[config.mk]
export PLATFORM = sky130hd
export DESIGN_NAME = rnn_cell_engine
export DESIGN_NICKNAME = d
export VERILOG_FILES = /design/src/rtl/rnn_cell_engine.sv
export SDC_FILE = /design/constraint.sdc
export NUM_CORES = 2
export LEC_CHECK = 0
export CORE_MARGIN = 3
export CORE_UTILIZATION = 55
export DETAILED_ROUTE_END_ITERATION = 12
export PLACE_DENSITY_LB_ADDON = 0.25
export SLEW_MARGIN = 5
export SYNTH_ARGS = -nofsm -noshare
export SYNTH_HDL_FRONTEND = slang
export SYNTH_SLANG_ARGS = --single-unit
[constraint.sdc]
create_clock -name i_clk -period 7.3 [get_ports i_clk]
set_input_delay 0.73 -clock i_clk [delete_from_list [all_inputs] [get_ports i_clk]]
set_output_delay 0.73 -clock i_clk [all_outputs]
set_load 0.005 [all_outputs]
[src/rtl/rnn_cell_engine.sv]
// rnn_cell_engine: memory-mapped Elman RNN step engine.
//   h' = act(Wx*x + Wh*h + b), y = sat(d.h' + db)
// One signed multiply-accumulate per cycle. The hidden state is double
// buffered, so each row reads the old h while h_next is being filled.
// Build option: define RNN_HARDTANH_EN to use a hard-tanh activation
// clamped to +/-1.0. Without it the activation is linear, with DATA_W
// saturation only. The y output never goes through the activation.
//
// state    | meaning
// ---------+-----------------------------------------------
// IDLE     | waiting for start, tensors writable
// ROW_INIT | acc = b[r] scaled to product precision
// MAC_X    | acc += Wx[r][c]*x[c], IN_LEN cycles
// MAC_H    | acc += Wh[r][c]*h[c] using old h, HID_LEN cycles
// ROW_WB   | h_next[r] = act(sat(acc)), next row or SWAP
// SWAP     | h <= h_next
// D_INIT   | acc = db scaled to product precision
// D_MAC    | acc += d[c]*h[c], HID_LEN cycles
// D_WB     | y <= sat(acc)
// DONE     | result valid, tensors writable
module rnn_cell_engine #(
  parameter int IN_LEN    = 2,
  parameter int HID_LEN   = 4,
  parameter int DATA_W    = 16,
  parameter int FRAC_BITS = 8
) (
  input  logic        i_clk,
  input  logic        i_rst_n,
  input  logic        i_read,
  input  logic        i_write,
  input  logic [31:0] i_addr,
  input  logic [31:0] i_data_in,
  output logic [31:0] o_data_out
);

  localparam int ACC_W = 2*DATA_W + $clog2(IN_LEN + HID_LEN + 1);
  localparam int XW    = (IN_LEN  > 1) ? $clog2(IN_LEN)  : 1;
  localparam int HW    = (HID_LEN > 1) ? $clog2(HID_LEN) : 1;
  localparam int CW    = (XW > HW) ? XW : HW;

  localparam logic [8:0]    IN_LIM     = 9'(IN_LEN);
  localparam logic [8:0]    HID_LIM    = 9'(HID_LEN);
  localparam logic [CW-1:0] COL_X_LAST = CW'(IN_LEN - 1);
  localparam logic [CW-1:0] COL_H_LAST = CW'(HID_LEN - 1);
  localparam logic [HW-1:0] ROW_LAST   = HW'(HID_LEN - 1);

  localparam logic signed [ACC_W-1:0] SAT_MAX =
    {{(ACC_W-DATA_W+1){1'b0}}, {(DATA_W-1){1'b1}}};
  localparam logic signed [ACC_W-1:0] SAT_MIN = ~SAT_MAX;

  typedef enum logic [3:0] {
    S_IDLE, S_ROW_INIT, S_MAC_X, S_MAC_H, S_ROW_WB,
    S_SWAP, S_D_INIT, S_D_MAC, S_D_WB, S_DONE
  } state_t;

  state_t r_state, w_next_state;

  logic signed [DATA_W-1:0] r_x      [IN_LEN];
  logic signed [DATA_W-1:0] r_wx     [HID_LEN][IN_LEN];
  logic signed [DATA_W-1:0] r_wh     [HID_LEN][HID_LEN];
  logic signed [DATA_W-1:0] r_b      [HID_LEN];
  logic signed [DATA_W-1:0] r_d      [HID_LEN];
  logic signed [DATA_W-1:0] r_db;
  logic signed [DATA_W-1:0] r_h      [HID_LEN];
  logic signed [DATA_W-1:0] r_h_next [HID_LEN];
  logic signed [DATA_W-1:0] r_y;
  logic        [7:0]        r_idx;
  logic signed [ACC_W-1:0]  r_acc;
  logic        [HW-1:0]     r_row;
  logic        [CW-1:0]     r_col;

  logic                       w_busy, w_done, w_cfg_ok;
  logic                       w_ctrl_wr, w_start, w_clear;
  logic        [7:0]          w_row, w_col;
  logic                       w_row_ok, w_colx_ok, w_colh_ok;
  logic signed [DATA_W-1:0]   w_val;
  logic signed [DATA_W-1:0]   w_op_a, w_op_b;
  logic signed [2*DATA_W-1:0] w_prod;
  logic signed [ACC_W-1:0]    w_shift, w_b_ext, w_db_ext;
  logic        [31:0]         w_rd_data;

  function automatic logic signed [DATA_W-1:0] sat(input logic signed [ACC_W-1:0] v);
    if (v > SAT_MAX)      return SAT_MAX[DATA_W-1:0];
    else if (v < SAT_MIN) return SAT_MIN[DATA_W-1:0];
    else                  return v[DATA_W-1:0];
  endfunction

`ifdef RNN_HARDTANH_EN
  localparam logic signed [DATA_W-1:0] HT_MAX = DATA_W'(1 << FRAC_BITS);
  localparam logic signed [DATA_W-1:0] HT_MIN = -HT_MAX;
  function automatic logic signed [DATA_W-1:0] act(input logic signed [DATA_W-1:0] v);
    if (v > HT_MAX)      return HT_MAX;
    else if (v < HT_MIN) return HT_MIN;
    else                 return v;
  endfunction
`else
  function automatic logic signed [DATA_W-1:0] act(input logic signed [DATA_W-1:0] v);
    return v;
  endfunction
`endif

  // bus decode: CTRL strobes, index fields and range checks
  always_comb begin
    w_cfg_ok  = (r_state == S_IDLE) || (r_state == S_DONE);
    w_ctrl_wr = i_write && (i_addr == 32'd0);
    w_start   = w_ctrl_wr && i_data_in[0];
    w_clear   = w_ctrl_wr && i_data_in[1];
    w_row     = i_data_in[31:24];
    w_col     = i_data_in[23:16];
    w_val     = i_data_in[DATA_W-1:0];
    w_row_ok  = {1'b0, w_row} < HID_LIM;
    w_colx_ok = {1'b0, w_col} < IN_LIM;
    w_colh_ok = {1'b0, w_col} < HID_LIM;
  end

  // FSM state register
  always_ff @(posedge i_clk) begin
    if (!i_rst_n) r_state <= S_IDLE;
    else          r_state <= w_next_state;
  end

  // FSM next-state logic
  always_comb begin
    w_next_state = r_state;
    case (r_state)
      S_IDLE:     if (w_start) w_next_state = S_ROW_INIT;
      S_ROW_INIT: w_next_state = S_MAC_X;
      S_MAC_X:    if (r_col == COL_X_LAST) w_next_state = S_MAC_H;
      S_MAC_H:    if (r_col == COL_H_LAST) w_next_state = S_ROW_WB;
      S_ROW_WB:   w_next_state = (r_row == ROW_LAST) ? S_SWAP : S_ROW_INIT;
      S_SWAP:     w_next_state = S_D_INIT;
      S_D_INIT:   w_next_state = S_D_MAC;
      S_D_MAC:    if (r_col == COL_H_LAST) w_next_state = S_D_WB;
      S_D_WB:     w_next_state = S_DONE;
      S_DONE: begin
        if (w_start)      w_next_state = S_ROW_INIT;
        else if (w_clear) w_next_state = S_IDLE;
      end
      default:    w_next_state = S_IDLE;
    endcase
  end

  // FSM outputs: status flags
  always_comb begin
    w_busy = (r_state != S_IDLE) && (r_state != S_DONE);
    w_done = (r_state == S_DONE);
  end

  // MAC operand select and scaled accumulator seeds
  always_comb begin
    w_op_a = '0;
    w_op_b = '0;
    case (r_state)
      S_MAC_X: begin
        w_op_a = r_wx[r_row][r_col[XW-1:0]];
        w_op_b = r_x[r_col[XW-1:0]];
      end
      S_MAC_H: begin
        w_op_a = r_wh[r_row][r_col[HW-1:0]];
        w_op_b = r_h[r_col[HW-1:0]];
      end
      S_D_MAC: begin
        w_op_a = r_d[r_col[HW-1:0]];
        w_op_b = r_h[r_col[HW-1:0]];
      end
      default: ;
    endcase
    w_prod   = w_op_a * w_op_b;
    w_shift  = r_acc >>> FRAC_BITS;
    w_b_ext  = ACC_W'(r_b[r_row]);
    w_db_ext = ACC_W'(r_db);
  end

  // tensor register file; writes are dropped while a step is running
  always_ff @(posedge i_clk) begin
    if (!i_rst_n) begin
      r_x   <= '{default: '0};
      r_wx  <= '{default: '0};
      r_wh  <= '{default: '0};
      r_b   <= '{default: '0};
      r_d   <= '{default: '0};
      r_db  <= '0;
      r_idx <= '0;
    end else begin
      if (i_write && w_cfg_ok) begin
        case (i_addr)
          32'd1: if (w_colx_ok)             r_x[w_col[XW-1:0]] <= w_val;
          32'd2: if (w_row_ok && w_colx_ok) r_wx[w_row[HW-1:0]][w_col[XW-1:0]] <= w_val;
          32'd3: if (w_row_ok && w_colh_ok) r_wh[w_row[HW-1:0]][w_col[HW-1:0]] <= w_val;
          32'd4: if (w_row_ok)              r_b[w_row[HW-1:0]] <= w_val;
          32'd5: if (w_colh_ok)             r_d[w_col[HW-1:0]] <= w_val;
          32'd6:                            r_db <= w_val;
          default: ;
        endcase
      end
      if (i_write && (i_addr == 32'd8)) r_idx <= w_col;
    end
  end

  // sequencer datapath: counters, accumulator, hidden state and y
  always_ff @(posedge i_clk) begin
    if (!i_rst_n) begin
      r_acc    <= '0;
      r_row    <= '0;
      r_col    <= '0;
      r_h      <= '{default: '0};
      r_h_next <= '{default: '0};
      r_y      <= '0;
    end else begin
      // clear lands before the first row reads h when start comes with it
      if (w_clear && w_cfg_ok) begin
        r_h      <= '{default: '0};
        r_h_next <= '{default: '0};
      end
      case (r_state)
        S_IDLE, S_DONE: if (w_start) begin
          r_row <= '0;
          r_col <= '0;
        end
        S_ROW_INIT: begin
          r_acc <= w_b_ext <<< FRAC_BITS;
          r_col <= '0;
        end
        S_MAC_X: begin
          r_acc <= r_acc + ACC_W'(w_prod);
          r_col <= (r_col == COL_X_LAST) ? '0 : r_col + 1'b1;
        end
        S_MAC_H: begin
          r_acc <= r_acc + ACC_W'(w_prod);
          r_col <= (r_col == COL_H_LAST) ? '0 : r_col + 1'b1;
        end
        S_ROW_WB: begin
          r_h_next[r_row] <= act(sat(w_shift));
          r_row <= (r_row == ROW_LAST) ? '0 : r_row + 1'b1;
        end
        S_SWAP:   r_h <= r_h_next;
        S_D_INIT: begin
          r_acc <= w_db_ext <<< FRAC_BITS;
          r_col <= '0;
        end
        S_D_MAC: begin
          r_acc <= r_acc + ACC_W'(w_prod);
          r_col <= (r_col == COL_H_LAST) ? '0 : r_col + 1'b1;
        end
        S_D_WB:   r_y <= sat(w_shift);
        default: ;
      endcase
    end
  end

  // read mux, values sign-extended to the bus width
  always_comb begin
    w_rd_data = '0;
    case (i_addr)
      32'd0: w_rd_data = {30'd0, w_done, w_busy};
      32'd7: w_rd_data = 32'(r_y);
      32'd8: if ({1'b0, r_idx} < HID_LIM) w_rd_data = 32'(r_h[r_idx[HW-1:0]]);
      default: ;
    endcase
  end

  // registered read data, holds when no read is sampled
  always_ff @(posedge i_clk) begin
    if (!i_rst_n)    o_data_out <= '0;
    else if (i_read) o_data_out <= w_rd_data;
  end

endmodule

# Word level (Yosys, flattened, before mapping)
# Cells that the tools add are included.
[op_classes]
eq_ne = 27
bitwise_logic = 7
n_mul = 1
n_div = 0
reduce_logical = 34
add_sub_neg = 3
muxes = 73
shift = 0
magnitude_cmp = 17
[op_table]
columns = ["op", "count"]
rows = [
  ["2-to-1 mux 64 bit", 8],
  ["2-to-1 mux 16 bit", 24],
  ["bitwise mux 256 bit", 1],
  ["bitwise mux 64 bit", 3],
  ["binary-select mux 16 bit (select 2 bit)", 5],
  ["binary-select mux 64 bit (select 2 bit)", 1],
  ["bitwise mux 128 bit", 1],
  ["demux 64 bit (select 2 bit)", 1],
  ["equality test 32 x 3 -> 1 bit (second input constant)", 4],
  ["2-to-1 mux 32 bit", 4],
  ["case mux 35 bit (3 select lines)", 1],
  ["demux 16 bit (select 2 bit)", 3],
  ["case mux 32 bit (3 select lines)", 1],
  ["binary-select mux 32 bit (select 2 bit)", 1],
  ["demux 32 bit (select 2 bit)", 1],
  ["equality test 32 x 2 -> 1 bit (second input constant)", 2],
  ["case mux 16 bit (3 select lines)", 1],
  ["case mux 4 bit (10 select lines)", 1],
  ["adder 35 x 32 -> 35 bit", 1],
  ["bitwise mux 32 bit", 1],
  ["equality test 32 x 1 -> 1 bit (second input constant)", 1],
  ["equality test 32 x 4 -> 1 bit (second input constant)", 1],
  ["zero test 32 bit", 1],
  ["multiplier 16 x 16 -> 32 bit", 1],
  ["38 further kinds", 93],
]
[totals]
out_inout_bits = 32
register_bits = 787
n_memories = 0
in_bits = 68
mem_bits_ro = 0
latch_bits = 0
ramBits = 0

# Depth between registers and ports, before layout
[depth]
word_depth = 11
depth_mapped = 32
mapped_depth_nobuf = 27

# Worst setup path before layout
# Ideal clock, no wire load.
[synth_timing]
path_type = "register -> register"
from = "register r_row[1]"
to = "register r_acc[33]"
setup_slack_ps = -769
path_stages_with_launch = 30
setup_time_ps = 141
n_path_buf = 4
arrival_time_ps = 7928
cell_sequence = "dfxtp_1 -> clkbuf_1 -> buf_2 -> buf_2 -> mux4_2 -> mux4_2 -> mux2i_1 -> o22a_1 -> clkbuf_1 -> nor2_1 -> fa_1 -> inv_1 -> fa_1 -> fa_1 -> fa_1 -> inv_1 -> fa_1 -> inv_1 -> fa_1 -> inv_1 -> ha_1 -> a21o_1 -> a21oi_1 -> o21ai_0 -> or2_2 -> a2111o_1 -> a41oi_1 -> o21ai_0 -> xnor2_1 -> o22ai_1"
[synth_between]
elab_chain_len = 11
elab_cells_between_ends = 20
cone_classes = "add/sub: 1; mul: 1; mux: 17; bitwise: 1"
[synth_rtl]
columns = ["item", "line_no", "rtl"]
rows = [
  ["start: declaration", "69", "logic [HW-1:0] r_row;"],
  ["start signal: assignment", "234", "r_row <= (r_row == ROW_LAST) ? '0 : r_row + 1'b1;"],
  ["inverter 2 -> 3 bit (not written as such) (*)", "155, 159, 170", ""],
  ["binary-select mux 64 bit (select 2 bit) / binary-select mux 32 bit (select 2 bit) (equally long branches)", "159, 155", ""],
  ["2-to-1 mux 64 bit (not written as such) / 2-to-1 mux 32 bit (equally long branches) (2 in a row)", "159, 155", ""],
  ["binary-select mux 16 bit (select 2 bit) / 2-to-1 mux 16 bit (equally long branches)", "159, 155", ""],
  ["2-to-1 mux 16 bit (on tied branches) (2 in a row)", "159, 155", ""],
  ["case mux 16 bit (3 select lines)", "153", "case (r_state)"],
  ["multiplier 16 x 16 -> 32 bit", "168", "w_prod = w_op_a * w_op_b;"],
  ["adder 35 x 32 -> 35 bit", "225, 229, 242", ""],
  ["case mux 35 bit (3 select lines) (*)", "215", "case (r_state)"],
  ["end signal: assignment", "225", "r_acc <= r_acc + ACC_W'(w_prod);"],
  ["end signal: assignment", "229", "r_acc <= r_acc + ACC_W'(w_prod);"],
  ["end signal: assignment", "242", "r_acc <= r_acc + ACC_W'(w_prod);"],
  ["end: declaration", "68", "logic signed [ACC_W-1:0] r_acc;"],
]
# Mark *: on every way between the ends. The rest lies on a longest branch, timed or not. The select of a mux whose other input is x is not followed.
# A chain may end at the register's enable or synchronous reset.

# Worst setup path in the final report
[layout_timing]
from = "register r_row[1]"
to = "register r_acc[32]"
# Same word-level chain as after synthesis.

==> summary.md <==
By instance count, the leading cell after synthesis is sky130_fd_sc_hd__nand2_1. The post-synthesis cell type with the largest combined area was sky130_fd_sc_hd__dfxtp_1. The most numerous cell type found on the critical path is sky130_fd_sc_hd__fa_1. Top-area cell type share of the netlist area: 0.331.

Counting the fill cells in the layout gives 6,836. The proportion of synthesized flip-flops having asynchronous set or reset came out at 0. DRC marker count from the first detailed-route iteration: 3,728.

Among all flip-flop cells after synthesis, the most frequent one is sky130_fd_sc_hd__dfxtp_1. The number of maximum-capacitance constraint violations is 0, and the post-detailed-route via-to-cell ratio is 5.87. The worst setup path is captured at a flop. For the initial antenna violation count, the log shows 6. The quantity of hold-fixing buffers added after cts is 0. In this run the deepest clock path goes through 3 buffers. The worst register-to-register path has a depth of 28. The tools report the worst hold path startpoint as r_b[23].

The overall die area was 88,400 um2. The run gives 6 as the iteration count of the initial detailed-routing pass. For the placeable core region, the log shows 83,800 um2.

The post-CTS clock slew at the launch and capture registers of the worst setup and hold paths is 70 ps, and the cell area power density is 207 nW/um2. Entering global routing, the biggest net connects 165 pins. The path class of the tightest hold or removal check is reg2reg. The final standard cell area without fillers came out at 54,300 um2. For the hold violation count in the final report, the log shows 0. The slowest stage of the critical path is the sky130_fd_sc_hd__mux4_2 cell. The worst-path maximum fanout came out at 8.

TritonCTS built the clock tree. During synthesis, Yosys emitted a total of 0 warnings. The classification of the worst setup path is reg2reg.

The delay contributed by the slowest stage of the critical path is 590 ps, and the number of max-slew violations in the final report is 0. The number of synthesized flops with an enable pin came out at 0. In this run the critical register-to-register path is captured at r_acc[32]. The final estimated routing congestion in global placement was 0.950; the wire length of the first global-routing pass was 225 mm. The count of state elements after synthesis is 771. For the post-synth net total, the log shows 5,807. The overall die width works out to 297 um. Buffers inserted during clock tree synthesis total 82.

The worst register-to-register path begins at r_row[1]. The count of nets left with antenna violations once routing finished came out at 0. The flow ran to the end, but the final reports show violations.

In this run the cell area of the synthesized design comes to 46,700 um2. The tools report the number of global-route vias before repair as 38,800. The sequential share of the synthesized area is 0.331, and the detailed-route wire length is 145 mm. The starting utilization of the core area came out at 0.557. The final routed wire length divided by cell count is 21.8 um, and the minimum hold slack is 448 ps.

The placed instances occupy a cell area of 50,400 um2. Counting every sink on the clock net gives 771. The row count was 106. Compared with the post-synthesis result, the final layout area differs by 16.3%.

The checks that failed: negative setup slack. The overall global routing resource usage is 0.323. On the final layout, the worst clock skew is 37.0 ps. At the worst endpoint, the required time is 7880 ps. Based on the critical path, the design can be clocked at up to 129 MHz. During placement, the flow inserted port buffers numbering 99.

The cell count after synthesis came out at 5,318. The final period utilization was 1.06; the worst ir drop on vdd was 0.259 mV. The tree is rooted in a sky130_fd_sc_hd__clkbuf_16.

For this run the aggregate overflow at the end of global routing stands at 0. The number of top-level pins came out at 100. For the worst-case headroom to the max-slew limit, the log shows 0.103. The worst-case register-to-register setup slack came out at -450 ps. Counting instances, the worst hold path has a depth of 2.

The run gives -451 ps as the final worst slack. Setup repair after global routing could not meet its margin everywhere. Sorting the synthesized cells by how often they occur yields 1,480 x sky130_fd_sc_hd__nand2_1, 771 x sky130_fd_sc_hd__dfxtp_1, 641 x sky130_fd_sc_hd__a21boi_0. STA puts the critical path data arrival time at 8330 ps. The vertical die dimension works out to 297 um. The later-pin clock latency in the skew report came out at 650 ps. The start point of the critical path was r_row[1].

The proportion of layout cells with a drive suffix above 1 is 0.158. By area the synthesized netlist is led by sky130_fd_sc_hd__dfxtp_1 33%, sky130_fd_sc_hd__fa_1 13%, sky130_fd_sc_hd__nand2_1 12%. The H-tree was split into 3 levels.

The worst hold path terminates at r_b[23]. The sum of net half-perimeters after detailed placement is 97.1 mm, and the static leakage power is 20.5 nW. Time the worst path needs with I/O delays and setup: 7750 ps.

STA classifies the critical path startpoint as a flop. The slew at the pin with the worst max-slew slack works out to 1350 ps. The tools report the number of unique standard cell types used by synthesis as 67. Across all layers, the routed design uses 39,200 vias.

Setup violations remaining at the end of the flow were counted as 20. In the final design database the tool counted 5,959 nets. The mean post-synth cell area is 8.78 um2. The number of remaining DRC errors came out at 0.
cell families (layout without fill, tap and decap cells):
logic type      Yosys count  count (layout)  share of synthesized area
simple gates           2073            2073                      0.183
other cells               0               3                          0
flops                   771             771                      0.331
mux                     238             238                     0.0975
buf+inv                 799            1015                     0.0686
xor+xnor                 34              34                    0.00638
fa+ha+maj               421             421                      0.163
compound gates          982             982                      0.151
registers in the layout, indices dropped and copies added (netlist names):
| name | cells |
|---|---|
| r_wh | 256 |
| r_wx | 128 |
| r_b | 64 |
| r_d | 64 |
| r_h | 64 |
| r_h_next | 64 |
| r_acc | 35 |
| r_x | 32 |
| o_data_out | 16 |
| r_db | 16 |
| r_y | 16 |
| r_idx | 8 |
| r_state | 4 |
| r_col | 2 |
| r_row | 2 |
stage by stage:
stage                     utilization  power (mW)  setup TNS, ps  instances  setup slack [ps]
final                           0.648        11.3          -4740       6671              -451
after global routing            0.648        11.6          -9920       6670              -682
after CTS                       0.646        11.2          -4140       6662              -402
after detailed placement        0.602        6.83          -9110       6481              -628
after global placement          0.602        6.81          -7270       6481              -535
after floorplan                     -        5.90              0       5318             0.688
metal layers:
metal | wire (um) | GRT usage
met3 | 13200 | 0.0590
met4 | 6680 | 0.142
met1 | 58500 | 0.430
met5 | 29 | 0
met2 | 66800 | 0.520
timing repair:
item | in CTS | in global routing
pin swaps | 78 | 11
buffers inserted | 31 | 7
hold endpoints to repair | 0 | 0
gates resized for setup | 126 | 32
gates cloned | 2 | 0
setup endpoints to repair | 25 | 25
critical path: cells and delay by family (launching register included):
kind / cells / cell delay (ps)
XOR/XNOR: 1 / 100
AO/OA/AOI/OAI: 7 / 1410
multiplexers: 3 / 1410
flip-flops: 1 / 400
AND/OR/NAND/NOR: 3 / 360
adder cells (fa/ha/maj): 7 / 3230
buffers and inverters: 7 / 730
power by group:
| part | leakage, nW | internal (mW) | switching (mW) | total, mW |
|---|---|---|---|---|
| Clock | 1.39 | 2.52 | 1.80 | 4.31 |
| Combinational | 12.9 | 0.907 | 1.58 | 2.49 |
| Sequential | 6.21 | 4.31 | 0.149 | 4.46 |
layout make-up:
class | count | area, um2 | share of cell area
Timing Repair Buffer | 479 | 4390 | 0.0809
Tap cell | 1134 | 1420 | 0.0261
Inverter | 388 | 1460 | 0.0270
Multi-Input combinational cell | 3748 | 28800 | 0.530
Clock buffer | 124 | 2540 | 0.0468
Clock inverter | 24 | 253 | 0.00465
Antenna cell | 3 | 7.51 | 0.000138
Sequential cell | 771 | 15400 | 0.285
worst max path at each step:
stage / end / slack, ps
after floorplan: r_acc[33] / 0.7
after global placement: r_acc[34] / -530
after detailed placement: r_acc[34] / -630
after CTS: r_acc[32] / -400
after global routing: r_acc[32] / -680
final: r_acc[32] / -450
cell usage in the layout, fill, tap and decap left out, types with 13 or more instances in the layout:
cell type	instances
sky130_fd_sc_hd__nor4_1	13
sky130_fd_sc_hd__o21a_1	19
sky130_fd_sc_hd__clkdlybuf4s50_1	83
sky130_fd_sc_hd__dfxtp_1	767
sky130_fd_sc_hd__ha_1	98
sky130_fd_sc_hd__a21boi_1	68
sky130_fd_sc_hd__o21ai_0	61
sky130_fd_sc_hd__clkbuf_8	27
sky130_fd_sc_hd__inv_1	375
sky130_fd_sc_hd__nand3_1	155
sky130_fd_sc_hd__a21oi_1	59
sky130_fd_sc_hd__xnor2_1	19
sky130_fd_sc_hd__buf_2	15
sky130_fd_sc_hd__nand2_1	1474
sky130_fd_sc_hd__clkinv_2	13
sky130_fd_sc_hd__mux2i_1	56
sky130_fd_sc_hd__a21boi_0	640
sky130_fd_sc_hd__nor2b_1	60
sky130_fd_sc_hd__buf_6	14
sky130_fd_sc_hd__clkbuf_16	85
sky130_fd_sc_hd__fa_1	304
sky130_fd_sc_hd__nand2b_1	13
sky130_fd_sc_hd__buf_12	43
sky130_fd_sc_hd__nor3_1	16
sky130_fd_sc_hd__a21o_1	15
sky130_fd_sc_hd__mux4_2	173
sky130_fd_sc_hd__nor2_1	239
sky130_fd_sc_hd__buf_4	321
Power figures use the tool's default switching activity.
